$ cat config.mk
export PLATFORM = sky130hd
export DESIGN_NAME = somador_serial
export DESIGN_NICKNAME = d
export VERILOG_FILES = /design/src/rtl/somador_serial_pkg.sv /design/src/rtl/somador_digito.sv /design/src/rtl/somador_serial.sv
export SDC_FILE = /design/constraint.sdc
export NUM_CORES = 1
export LEC_CHECK = 0
export ABC_AREA = 0
export BUFFER_PORTS_ARGS = -buffer_cell sky130_fd_sc_hd__buf_2
export CORE_UTILIZATION = 45
export CTS_BUF_LIST = sky130_fd_sc_hd__clkbuf_8
export CTS_CLUSTER_DIAMETER = 30
export DETAILED_ROUTE_END_ITERATION = 7
export HOLD_SLACK_MARGIN = 0.1
export PLACE_DENSITY = 0.75
export RECOVER_POWER = 100
export SLEW_MARGIN = 20
export SYNTH_ARGS = -nofsm -noshare
export SYNTH_HDL_FRONTEND = slang
export SYNTH_SLANG_ARGS = --single-unit
export TNS_END_PERCENT = 50
$ cat constraint.sdc
create_clock -name clk -period 2.28 [get_ports clk]
set_input_delay 0.456 -clock clk [delete_from_list [all_inputs] [get_ports clk]]
set_output_delay 0.456 -clock clk [all_outputs]
set_load 0.02 [all_outputs]
$ cat src/rtl/somador_serial_pkg.sv
// Shared definitions for the digit-serial adder: FSM encoding and sizing/cell helpers.
package somador_serial_pkg;

   typedef enum logic [1:0] {
      S_IDLE = 2'd0,
      S_RUN  = 2'd1,
      S_DONE = 2'd2
   } state_t;

   // Counter must stay at least one bit wide even when a single digit covers the word.
   function automatic int cnt_width(input int n);
      return (n > 1) ? $clog2(n) : 1;
   endfunction

   function automatic logic fa_sum(input logic x, input logic y, input logic c);
      return x ^ y ^ c;
   endfunction

   function automatic logic fa_carry(input logic x, input logic y, input logic c);
      return (x & y) | (x & c) | (y & c);
   endfunction

endpackage

$ cat src/rtl/somador_digito.sv
// Combinational DIGIT-bit ripple adder built from full-adder cells.
module somador_digito
   import somador_serial_pkg::*;
#(
   parameter int DIGIT = 1
) (
   input  logic [DIGIT-1:0] x,
   input  logic [DIGIT-1:0] y,
   input  logic             cin,
   output logic [DIGIT-1:0] sum,
   output logic             cout,
   output logic             c_top
);

   logic [DIGIT:0] c_s;

   assign c_s[0] = cin;

   for (genvar gi = 0; gi < DIGIT; gi++) begin : g_fa
      assign sum[gi]    = fa_sum(x[gi], y[gi], c_s[gi]);
      assign c_s[gi+1]  = fa_carry(x[gi], y[gi], c_s[gi]);
   end

   assign cout  = c_s[DIGIT];
   // Carry into the digit's MSB: on the last digit this is the carry into the sign bit.
   assign c_top = c_s[DIGIT-1];

endmodule

$ cat src/rtl/somador_serial.sv
// Digit-serial adder: {co, s} = a + b + ci, DIGIT bits per clock, LSB digit first.
module somador_serial
   import somador_serial_pkg::*;
#(
   parameter int WIDTH  = 8,
   parameter int DIGIT  = 1,
   parameter int SIGNED = 0
) (
   input  logic             clk,
   input  logic             rst,
   input  logic             start,
   input  logic [WIDTH-1:0] a,
   input  logic [WIDTH-1:0] b,
   input  logic             ci,
   output logic             busy,
   output logic             done,
   output logic [WIDTH-1:0] s,
   output logic             co,
   output logic             ov
);

   localparam int N  = WIDTH / DIGIT;
   localparam int CW = cnt_width(N);

   if ((WIDTH % DIGIT) != 0) begin : g_bad_digit
      $fatal(1, "somador_serial: DIGIT must divide WIDTH exactly");
   end

   state_t           state_q, state_d;
   logic [WIDTH-1:0] a_q, a_d, b_q, b_d, r_q, r_d, s_q, s_d;
   logic [CW-1:0]    cnt_q, cnt_d;
   logic             carry_q, carry_d;
   logic             busy_q, busy_d, done_q, done_d, co_q, co_d, ov_q, ov_d;
   logic [DIGIT-1:0] dsum_s;
   logic             dcout_s, dctop_s, last_s;

   somador_digito #(.DIGIT(DIGIT)) u_digito (
      .x     (a_q[DIGIT-1:0]),
      .y     (b_q[DIGIT-1:0]),
      .cin   (carry_q),
      .sum   (dsum_s),
      .cout  (dcout_s),
      .c_top (dctop_s)
   );

   assign last_s = (cnt_q == CW'(N - 1));

   // Next-state, datapath shifting and result capture.
   always_comb begin
      state_d = state_q;
      a_d     = a_q;
      b_d     = b_q;
      r_d     = r_q;
      s_d     = s_q;
      cnt_d   = cnt_q;
      carry_d = carry_q;
      busy_d  = busy_q;
      done_d  = 1'b0;
      co_d    = co_q;
      ov_d    = ov_q;
      case (state_q)
         S_IDLE, S_DONE: begin
            if (start) begin
               a_d     = a;
               b_d     = b;
               carry_d = ci;
               cnt_d   = {CW{1'b0}};
               busy_d  = 1'b1;
               state_d = S_RUN;
            end else begin
               busy_d  = 1'b0;
               state_d = S_IDLE;
            end
         end
         S_RUN: begin
            a_d     = a_q >> DIGIT;
            b_d     = b_q >> DIGIT;
            r_d     = r_q >> DIGIT;
            r_d[WIDTH-1 -: DIGIT] = dsum_s;
            carry_d = dcout_s;
            cnt_d   = cnt_q + CW'(1);
            // Outputs are written only here, so they never expose a partial sum.
            if (last_s) begin
               s_d     = r_d;
               co_d    = dcout_s;
               ov_d    = (SIGNED != 0) ? (dctop_s ^ dcout_s) : dcout_s;
               done_d  = 1'b1;
               busy_d  = 1'b0;
               state_d = S_DONE;
            end else begin
               state_d = S_RUN;
            end
         end
         default: begin
            busy_d  = 1'b0;
            state_d = S_IDLE;
         end
      endcase
   end

   // State and datapath registers; reset aborts any add in flight.
   always_ff @(posedge clk or posedge rst) begin
      if (rst) begin
         state_q <= S_IDLE;
         a_q     <= {WIDTH{1'b0}};
         b_q     <= {WIDTH{1'b0}};
         r_q     <= {WIDTH{1'b0}};
         s_q     <= {WIDTH{1'b0}};
         cnt_q   <= {CW{1'b0}};
         carry_q <= 1'b0;
         busy_q  <= 1'b0;
         done_q  <= 1'b0;
         co_q    <= 1'b0;
         ov_q    <= 1'b0;
      end else begin
         state_q <= state_d;
         a_q     <= a_d;
         b_q     <= b_d;
         r_q     <= r_d;
         s_q     <= s_d;
         cnt_q   <= cnt_d;
         carry_q <= carry_d;
         busy_q  <= busy_d;
         done_q  <= done_d;
         co_q    <= co_d;
         ov_q    <= ov_d;
      end
   end

   assign busy = busy_q;
   assign done = done_q;
   assign s    = s_q;
   assign co   = co_q;
   assign ov   = ov_q;

endmodule

==> results.toml, run 1 <==
[setup_path]
reg2reg_depth = 4
reg2reg_to = "s[5]$_DFFE_PP0P_"
required_ns = 2.44
crit_start = "cnt_q[0]$_DFFE_PP0P_"
crit_type = "flip-flop to flip-flop"
cp_max_fo = 10
timing.critical_path.mode_cell = "ha_1"
crit-reg2reg-launch = "cnt_q[0]$_DFFE_PP0P_"
critPathBufInv = 0
cp_slowest_stage_delay_ns = 0.41
cpMaxStageDelayCell = "dfrtp_1"
crit_path_end_kind = "flip-flop"
critPathTopFamily = "adder cells"
cp_cell_sequence = "ha_1 > ha_1 > nand2_1 > mux2_2"
r2r_setup_slack_ns = 0.62
arrival_ns = 1.82
startpoint_type = "flip-flop"

[placed_design]
dp_hpwl_mm = 2.01
post-place-ws_ns = 0.816
place_area_um2 = 1860
gp_congestion = 0.782
portBuffers = 31

[finish]
final_util_pct = 53.3
final_common_cell = "dfrtp_1"
area_delta_synth_final_pct = 14.5
nets = 204
antenna_cells = 0
layout_common_cells = "39 x dfrtp_1, 22 x nand2_1, 19 x inv_1, 19 x buf_2, 15 x o22ai_1"
drive_gt1_share_pct = 28.6
fin_area_um2 = 1950

[cts]
cts_max_level = 2
cts_root_buf = "clkbuf_8"
clk_latency_ns = 0.28
tritoncts = "done"
cts_buffers = 5
cts_resized = 0
post_cts_buffers = 0
hold_buffers = 0
clock_sinks = 39
cts_buffer_depth = 2
clkTransAtPathRegs_ns = 0.07

[sta]
layout_min_cycle_time_ns = 1.66
fin_crit_sh_pct = 72.8
skew_ns = 0.00787
final.setup.tns_ns = 0
worstMarginPinSlew_ns = 0.918
slew_headroom_pct = 38.8
fin_ws_ns = 0.619
rsz0062_at_grt = "no"
drv_slew = 0
max_clock_freq_mhz = 602
setup_viol = 0
finalHoldViolCount = 0

[global_route]
grt_pass1_wl_mm = 5.31
grt-ovfl-total = 0
grt_antenna_before_repair = 0
grt_max_degree = 40
grt_pass1_vias = 1221
grt_usage_pct = 16.9

[min_path]
hold_depth = 3
min_to = "b_q[7]$_DFFE_PP0P_"
min_from = "b[7]"
hold_path.class = "input pin to flip-flop"

[yosys]
yosysWarnings = 0
synth-seq-cells = 39
syn_nets = 173
syn_avg_cell_area_um2 = 11.4
syn_inst = 150
syn_area_um2 = 1710
synth_cell_type_count = 24
ys_seq_area_share_pct = 57.2

[detailed_routing]
via_per_inst = 4.97
wire_per_inst_um = 12.6
drc = 0
wirelength_mm = 2.90
first_pass_iters = 4
drtIter0Drc = 44
vias = 1144
drtAntennaViolNets = 0

[run]
max_cap_viol_count = 0

[die]
die_w_um = 63.6
start_util_pct = 46.6
rows = 22
die_area_um2 = 4040
io_pins = 32
fp.dieH_um = 63.6
core-area_um2 = 3660

[power_and_ir_drop]
vdd_drop_max_mv = 0.695
p_leak_nw = 0.970
cellPowerDensity_nw_per_um2 = 1510

[status]
status = "finished, final reports clean"
final cells by class:
class | count | area [µm²]
flip-flops and latches | 39 | 976
fillers | 323 | 1710
multi-input cells | 82 | 568
inverters | 19 | 71.3
repair buffers | 34 | 160
clock inverters | 2 | 35.0
clock buffers | 6 | 82.6
well taps | 48 | 60.1
Yosys cell counts:
cell type | instances | area (µm²)
dfrtp_1 | 39 | 976
nand2_1 | 21 | 78.8
inv_1 | 19 | 71.3
o22ai_1 | 15 | 93.8
mux2_2 | 11 | 124
a21oi_2 | 10 | 87.6
a21oi_1 | 5 | 25.0
buf_2 | 5 | 25.0
a22o_1 | 3 | 26.3
o21ai_0 | 3 | 15.0
buf_4 | 2 | 15.0
buf_6 | 2 | 22.5
ha_1 | 2 | 25.0
nand2b_1 | 2 | 12.5
nand3_1 | 2 | 10.0
and2_4 | 1 | 8.76
and2b_1 | 1 | 7.51
buf_12 | 1 | 20.0
fa_1 | 1 | 20.0
mux2i_1 | 1 | 10.0
nand2_4 | 1 | 11.3
nor2_1 | 1 | 3.75
o31ai_1 | 1 | 7.51
xnor2_1 | 1 | 8.76
metrics by stage:
step	total power [W]	hold WS (ns)	instances
finish	0.00296	0.433	230
detailed placement	0.00243	0.482	222
floorplan	0.00222	0.442	150
CTS	0.00302	0.284	230
global route	0.00321	0.449	230
global placement	0.00236	0.458	222
kinds of logic (layout without fill, tap and decap cells):
logic type | count (synthesis) | after routing | synth area share, %
buf+inv | 29 | 61 | 9.02
fa+ha+maj | 3 | 3 | 2.64
flops | 39 | 39 | 57.2
xor+xnor | 1 | 1 | 0.514
compound gates | 37 | 37 | 15.0
simple gates | 29 | 29 | 7.78
mux | 12 | 12 | 7.85
sequential cells by signal, summed over array words and instances (netlist names), 3 cells and up:
signal	cells
cnt_q	3
r_q	7
b_q	8
s	8
a_q	8
worst reg2reg max path, stage by stage (launching register included):
cell,delay (ns)
dfrtp_1,0.41
ha_1,0.21
ha_1,0.20
nand2_1,0.34
mux2_2,0.39
metal layers:
| layer | vias to the layer above | track usage, % | routed length, µm |
|---|---|---|---|
| met1 | 550 | 20.4 | 1320 |
| li1 | 562 | - | - |
| met2 | 30 | 28.6 | 1430 |
| met4 | 0 | 5.97 | 13 |
| met5 | - | 0 | 0 |
| met3 | 2 | 4.71 | 131 |
worst max path at each step:
stage / endpoint / slack [ns] / cells after the start
4_1_cts: s[5]$_DFFE_PP0P_ / 0.80 / 4
3_3_place_gp: s[4]$_DFFE_PP0P_ / 0.86 / 4
2_1_floorplan: ov$_DFFE_PP0P_ / 0.83 / 4
5_1_grt: s[5]$_DFFE_PP0P_ / 0.51 / 4
6_report: s[5]$_DFFE_PP0P_ / 0.62 / 4
3_5_place_dp: s[5]$_DFFE_PP0P_ / 0.82 / 4
where the power goes:
group          leakage, nW  switching [W]  internal [W]
Clock               0.0612       0.000226      0.000354
Sequential           0.478       0.000207       0.00102
Combinational        0.431       0.000668      0.000485
Total                0.970        0.00110       0.00186
Note: power is estimated with default switching activity, not from simulation.
==> inputs of run 2 (changes only) <==
--- a/config.mk
+++ b/config.mk
@@ -5,14 +5,14 @@
 export SDC_FILE = /design/constraint.sdc
 export NUM_CORES = 1
 export LEC_CHECK = 0
-export ABC_AREA = 0
+export ABC_AREA = 1
 export BUFFER_PORTS_ARGS = -buffer_cell sky130_fd_sc_hd__buf_2
 export CORE_UTILIZATION = 45
 export CTS_BUF_LIST = sky130_fd_sc_hd__clkbuf_8
 export CTS_CLUSTER_DIAMETER = 30
 export DETAILED_ROUTE_END_ITERATION = 7
 export HOLD_SLACK_MARGIN = 0.1
-export PLACE_DENSITY = 0.75
+export PLACE_DENSITY = 0.77
 export RECOVER_POWER = 100
 export SLEW_MARGIN = 20
 export SYNTH_ARGS = -nofsm -noshare
==> constraint.sdc (replaced) <==
create_clock -name clk -period 1.4 [get_ports clk]
set_input_delay 0.28 -clock clk [delete_from_list [all_inputs] [get_ports clk]]
set_output_delay 0.28 -clock clk [all_outputs]
set_load 0.02 [all_outputs]
==> run 2 against run 1 <==
  * Total power increased by 75%
  * Non-clock buffer count increased by 9
  * Area after synthesis increased by 9.9%
  * Critical path depth increased by 2
  * Setup slack got worse by 0.50 ns
  * Critical endpoint unchanged
  * Register-to-register slack got worse by 0.50 ns
  * Clock-buffer cell count decreased by 1
  * Sequential power increased by 59%
  * Largest power group is now combinational logic
  * Maximum frequency increased by 29%
==> results.toml, run 2 <==
[status]
status = "finished, final reports clean"

[setup_path]
cp_max_fo = 10
crit_type = "flip-flop to flip-flop"
cp_slowest_stage_delay_ns = 0.40
crit_path_end_kind = "flip-flop"
required_ns = 1.63
arrival_ns = 1.51
critPathTopFamily = "adder cells"
cp_cell_sequence = "ha_1 > ha_1 > nand2_4 > clkbuf_4 > nand2_1 > o21ai_2"
cpMaxStageDelayCell = "dfrtp_1"
timing.critical_path.mode_cell = "ha_1"
critPathBufInv = 1
startpoint_type = "flip-flop"

[detailed_routing]
wire_per_inst_um = 10.7
first_pass_iters = 6
drtIter0Drc = 84
wirelength_mm = 3.37
via_per_inst = 4.56
drc = 0
drtAntennaViolNets = 0
vias = 1435

[global_route]
grt_usage_pct = 17.6
grt-ovfl-total = 0
grt_pass1_wl_mm = 5.73
grt_antenna_before_repair = 0
grt_pass1_vias = 1366
grt_max_degree = 40

[yosys]
synth_cell_type_count = 17
synth_top_area_share_pct = 52.1
syn_area_um2 = 1870
synth.most_common_cell = "nand2_1"
synth-edff-count = 0
synth_common_cells = "73 x nand2_1, 40 x inv_1, 39 x dfrtp_1"
ys_seq_area_share_pct = 52.1
synth-main-ff-cell = "dfrtp_1"
syn_avg_cell_area_um2 = 8.37
yosysWarnings = 0
synth_top_cell_by_area = "dfrtp_1"
syn_nets = 247
syn_inst = 224
ys_async_sr_fraction_pct = 100
synth-seq-cells = 39
synth_top_family_by_area = "simple AND/OR/NAND/NOR gates"
synth-compound-area-share_pct = 6.68
yosys.area_share.simple_pct = 26.0
synth_xor_xnor_area_share_pct = 0
yosys-top-cells-area = "dfrtp_1 52%, nand2_1 15%, inv_1 8.0%"
synthAdderAreaFrac_pct = 2.40
synthMuxAreaShare_pct = 0

[die]
die_area_um2 = 4430
die_w_um = 66.5
core-area_um2 = 4000
rows = 23
start_util_pct = 46.9
io_pins = 32
fp.dieH_um = 66.5

[power_and_ir_drop]
cellPowerDensity_nw_per_um2 = 2350
p_leak_nw = 1.24
vdd_drop_max_mv = 0.847

[run]
max_cap_viol_count = 0

[finish]
drive_gt1_share_pct = 19.6
final_common_cell = "nand2_1"
area_delta_synth_final_pct = 17.5
antenna_cells = 0
nets = 287
instances_no_fill = 315
fillerInstances = 366
fin_area_um2 = 2200
layout_common_cells = "73 x nand2_1, 41 x inv_1, 39 x dfrtp_1"

[sta]
slew_headroom_pct = 64.9
layout_min_cycle_time_ns = 1.29
worstMarginPinSlew_ns = 0.526
drv_slew = 0
finalHoldViolCount = 0
skew_ns = 0.00979
fin_ws_ns = 0.115
final.setup.tns_ns = 0
rsz0062_at_grt = "no"
worst_hold_slack_ns = 0.206
fin_crit_sh_pct = 91.8
max_clock_freq_mhz = 778
setup_viol = 0

[placed_design]
place_inst = 300
portBuffers = 31
gp_congestion = 0.724
dp_hpwl_mm = 2.30
place_area_um2 = 2070
post-place-ws_ns = 0.0360

[cts]
cts_buffer_depth = 2
cts_max_level = 2
cts_root_buf = "clkbuf_8"
clkTransAtPathRegs_ns = 0.08
cts_buffers = 5
clk_latency_ns = 0.30
clock_sinks = 39
tritoncts = "done"

[min_path]
hold_path.class = "input pin to flip-flop"
-- run 2: through the flow --
| step | utilization [%] | total power (W) |
|---|---|---|
| 3_5_place_dp | 51.7 | 0.00431 |
| 4_1_cts | 54.8 | 0.00527 |
| 3_3_place_gp | 51.7 | 0.00421 |
| 6_report | 55.1 | 0.00519 |
| 5_1_grt | 55.1 | 0.00569 |
| 2_1_floorplan | - | 0.00381 |
-- run 2: metal layers --
layer / vias up / track usage [%] / share of wire (%)
met3: 8 / 5.14 / 4.3
met2: 26 / 27.9 / 47
met5: - / 0 / 0
met1: 645 / 21.9 / 47
met4: 0 / 8.51 / 2.0
li1: 756 / - / -
-- run 2: repair_timing --
| action | CTS | global route |
|---|---|---|
| resized for setup | 0 | 0 |
| endpoints found under the hold margin | 39 | 0 |
| setup buffers | 0 | 6 |
| endpoints found under the setup margin | 0 | 1 |
| hold buffers | 1 | 0 |
-- run 2: final timing paths --
| kind | slack, ns | cells after the start | from | endpoint |
|---|---|---|---|---|
| hold / removal | 0.21 | 3 | a[7] | a_q[7]$_DFFE_PP0P_ |
| hold reg to reg | 0.48 | 2 | cnt_q[1]$_DFFE_PP0P_ | cnt_q[1]$_DFFE_PP0P_ |
| min in group asynchronous | 0.67 | 4 | rst | s[1]$_DFFE_PP0P_ |
| max in group asynchronous | 0.36 | 4 | rst | s[5]$_DFFE_PP0P_ |
| setup reg to reg | 0.11 | 6 | cnt_q[0]$_DFFE_PP0P_ | s[5]$_DFFE_PP0P_ |
| setup / recovery | 0.11 | 6 | cnt_q[0]$_DFFE_PP0P_ | s[5]$_DFFE_PP0P_ |
-- run 2: power by group --
| part | switching, W | total, W | internal [W] |
|---|---|---|---|
| sequential | 0.000291 | 0.00195 | 0.00166 |
| combinational | 0.00148 | 0.00229 | 0.000811 |
| clock | 0.000411 | 0.000942 | 0.000530 |
| total | 0.00218 | 0.00519 | 0.00300 |
-- run 2: tightest hold or removal path, cell delays in order --
cell and delay [ns]:
buf_2 0.08, nand2_1 0.05, o21ai_0 0.07
-- run 2: cell type report --
class                      count  area [µm²]  share of cell area [%]
sequential                    39         976                    44.3
multi-input combinational    132         654                    29.7
timing repair buffer          43         230                    10.5
inverter                      43         166                    7.56
clock buffer                   5        68.8                    3.13
tap                           50        62.6                    2.84
clock inverter                 3        43.8                    1.99
-- run 2: cell families (layout without fill, tap and decap cells) --
family,after synthesis,count (layout)
simple gates,110,110
buf+inv,53,94
compound gates,19,19
flops,39,39
fa+ha+maj,3,3
==> inputs of run 3 (changes only) <==
--- a/config.mk
+++ b/config.mk
@@ -7,12 +7,13 @@
 export LEC_CHECK = 0
 export ABC_AREA = 1
 export BUFFER_PORTS_ARGS = -buffer_cell sky130_fd_sc_hd__buf_2
+export CORE_ASPECT_RATIO = 0.9
 export CORE_UTILIZATION = 45
 export CTS_BUF_LIST = sky130_fd_sc_hd__clkbuf_8
 export CTS_CLUSTER_DIAMETER = 30
 export DETAILED_ROUTE_END_ITERATION = 7
 export HOLD_SLACK_MARGIN = 0.1
-export PLACE_DENSITY = 0.77
+export PLACE_DENSITY = 0.74
 export RECOVER_POWER = 100
 export SLEW_MARGIN = 20
 export SYNTH_ARGS = -nofsm -noshare
==> constraint.sdc (replaced) <==
create_clock -name clk -period 1.5 [get_ports clk]
set_input_delay 0.3 -clock clk [delete_from_list [all_inputs] [get_ports clk]]
set_output_delay 0.3 -clock clk [all_outputs]
set_load 0.02 [all_outputs]
==> run 3 against run 2 <==
  * Critical path depth unchanged
  * Setup slack improved by 0.091 ns
  * Critical endpoint is now b_q[2]$_DFFE_PP0P_
  * Critical path type unchanged
  * Global-route usage decreased by 0.66 points
==> results.toml, run 3 (synthesized netlist as in run 2, its figures left out) <==
[sta]
layout_min_cycle_time_ns = 1.29
finalHoldViolCount = 0
slew_headroom_pct = 37.6
final.setup.tns_ns = 0
fin_crit_sh_pct = 86.3
setup_viol = 0
skew_ns = 0.00327
worstMarginPinSlew_ns = 0.937
max_clock_freq_mhz = 772
rsz0062_at_grt = "no"
drv_slew = 0
fin_ws_ns = 0.205

[die]
start_util_pct = 48.5
rows = 21
die_w_um = 70.0
io_pins = 32
core-area_um2 = 3860
die_area_um2 = 4430
fp.dieH_um = 63.2

[cts]
cts_max_level = 2
post_cts_buffers = 0
clk_latency_ns = 0.29
cts_buffer_depth = 2
tritoncts = "done"
cts_resized = 0
cts_buffers = 5
clock_sinks = 39
hold_buffers = 0
clkTransAtPathRegs_ns = 0.07
cts_root_buf = "clkbuf_8"

[detailed_routing]
drtIter0Drc = 49
first_pass_iters = 4
vias = 1407
wirelength_mm = 3.21
wire_per_inst_um = 10.6
via_per_inst = 4.64
drtAntennaViolNets = 0
drc = 0

[finish]
instances_no_fill = 303
final_common_cell = "nand2_1"
drive_gt1_share_pct = 14.8
final_util_pct = 53.8
fin_area_um2 = 2080
nets = 279
fillerInstances = 384
antenna_cells = 0
area_delta_synth_final_pct = 10.9
layout_common_cells = "73 x nand2_1, 41 x inv_1, 39 x dfrtp_1"

[placed_design]
place_area_um2 = 2040
gp_congestion = 0.735
post-place-ws_ns = 0.175
portBuffers = 31
place_inst = 295
dp_hpwl_mm = 2.19

[run]
max_cap_viol_count = 0

[global_route]
grt_max_degree = 40
grt_pass1_wl_mm = 5.79
grt_antenna_before_repair = 0
grt_pass1_vias = 1308
grt_usage_pct = 17.0
grt-ovfl-total = 0

[power_and_ir_drop]
p_leak_nw = 1.18
cellPowerDensity_nw_per_um2 = 2160
vdd_drop_max_mv = 0.738

[status]
status = "finished, final reports clean"

[min_path]
hold_depth = 3
hold_path.class = "input pin to flip-flop"

[setup_path]
arrival_ns = 1.48
reg2reg_depth = 6
startpoint_type = "flip-flop"
cp_max_fo = 19
crit_path_end_kind = "flip-flop"
required_ns = 1.68
r2r_setup_slack_ns = 0.21
crit_type = "flip-flop to flip-flop"
run 3: changes by cell type in the layout (fill, tap and decap cells not counted), moves of 2 or more:
| cell | delta |
|---|---|
| clkinv_2 | +2 |
| o21ai_2 | -7 |
| o21ai_0 | +7 |
| buf_4 | -4 |
| clkbuf_4 | -3 |
run 3: per-layer routing:
layer  share of wire (%)  up-vias  track usage, %  routed length (µm)
met5                   0        -               0                   0
met4                 2.3        0            9.00                  74
met3                 3.4        7            4.00                 108
met2                  44       20            26.2                1420
met1                  50      641            22.2                1610
li1                    -      739               -                   -
run 3: worst max-delay path, stage by stage (launching register included):
cell     delay [ns]
dfrtp_1        0.42
inv_1          0.13
nand2_4        0.14
nand2_4        0.23
inv_4          0.13
nand2_1        0.09
nand2_1        0.05
run 3: metrics by stage:
stage | total power, W | hold slack, ns
floorplan | 0.00356 | 0.421
global placement | 0.00391 | 0.440
finish | 0.00448 | 0.238
CTS | 0.00467 | 0.122
global route | 0.00496 | 0.255
detailed placement | 0.00398 | 0.441
run 3: final timing paths:
| path | endpoint | from |
|---|---|---|
| min reg2reg | cnt_q[2]$_DFFE_PP0P_ | cnt_q[2]$_DFFE_PP0P_ |
| min in group asynchronous | s[3]$_DFFE_PP0P_ | rst |
| min | a_q[7]$_DFFE_PP0P_ | a[7] |
| max in group asynchronous | ov$_DFFE_PP0P_ | rst |
| max | b_q[2]$_DFFE_PP0P_ | done$_DFF_PP0_ |
| max reg2reg | b_q[2]$_DFFE_PP0P_ | done$_DFF_PP0_ |
run 3: cell type report:
class	instances	area [µm²]	area share, %
Sequential cell	39	976	46.9
Multi-Input combinational cell	132	628	30.2
Timing Repair Buffer	35	168	8.06
Inverter	43	166	8.00
Clock buffer	5	68.8	3.31
Tap cell	46	57.6	2.77
Clock inverter	3	15.0	0.722
run 3: report_power, final:
part           leakage, nW  internal [W]  switching, W
clock               0.0477      0.000318      0.000356
combinational        0.652      0.000681       0.00130
sequential           0.486       0.00155      0.000281
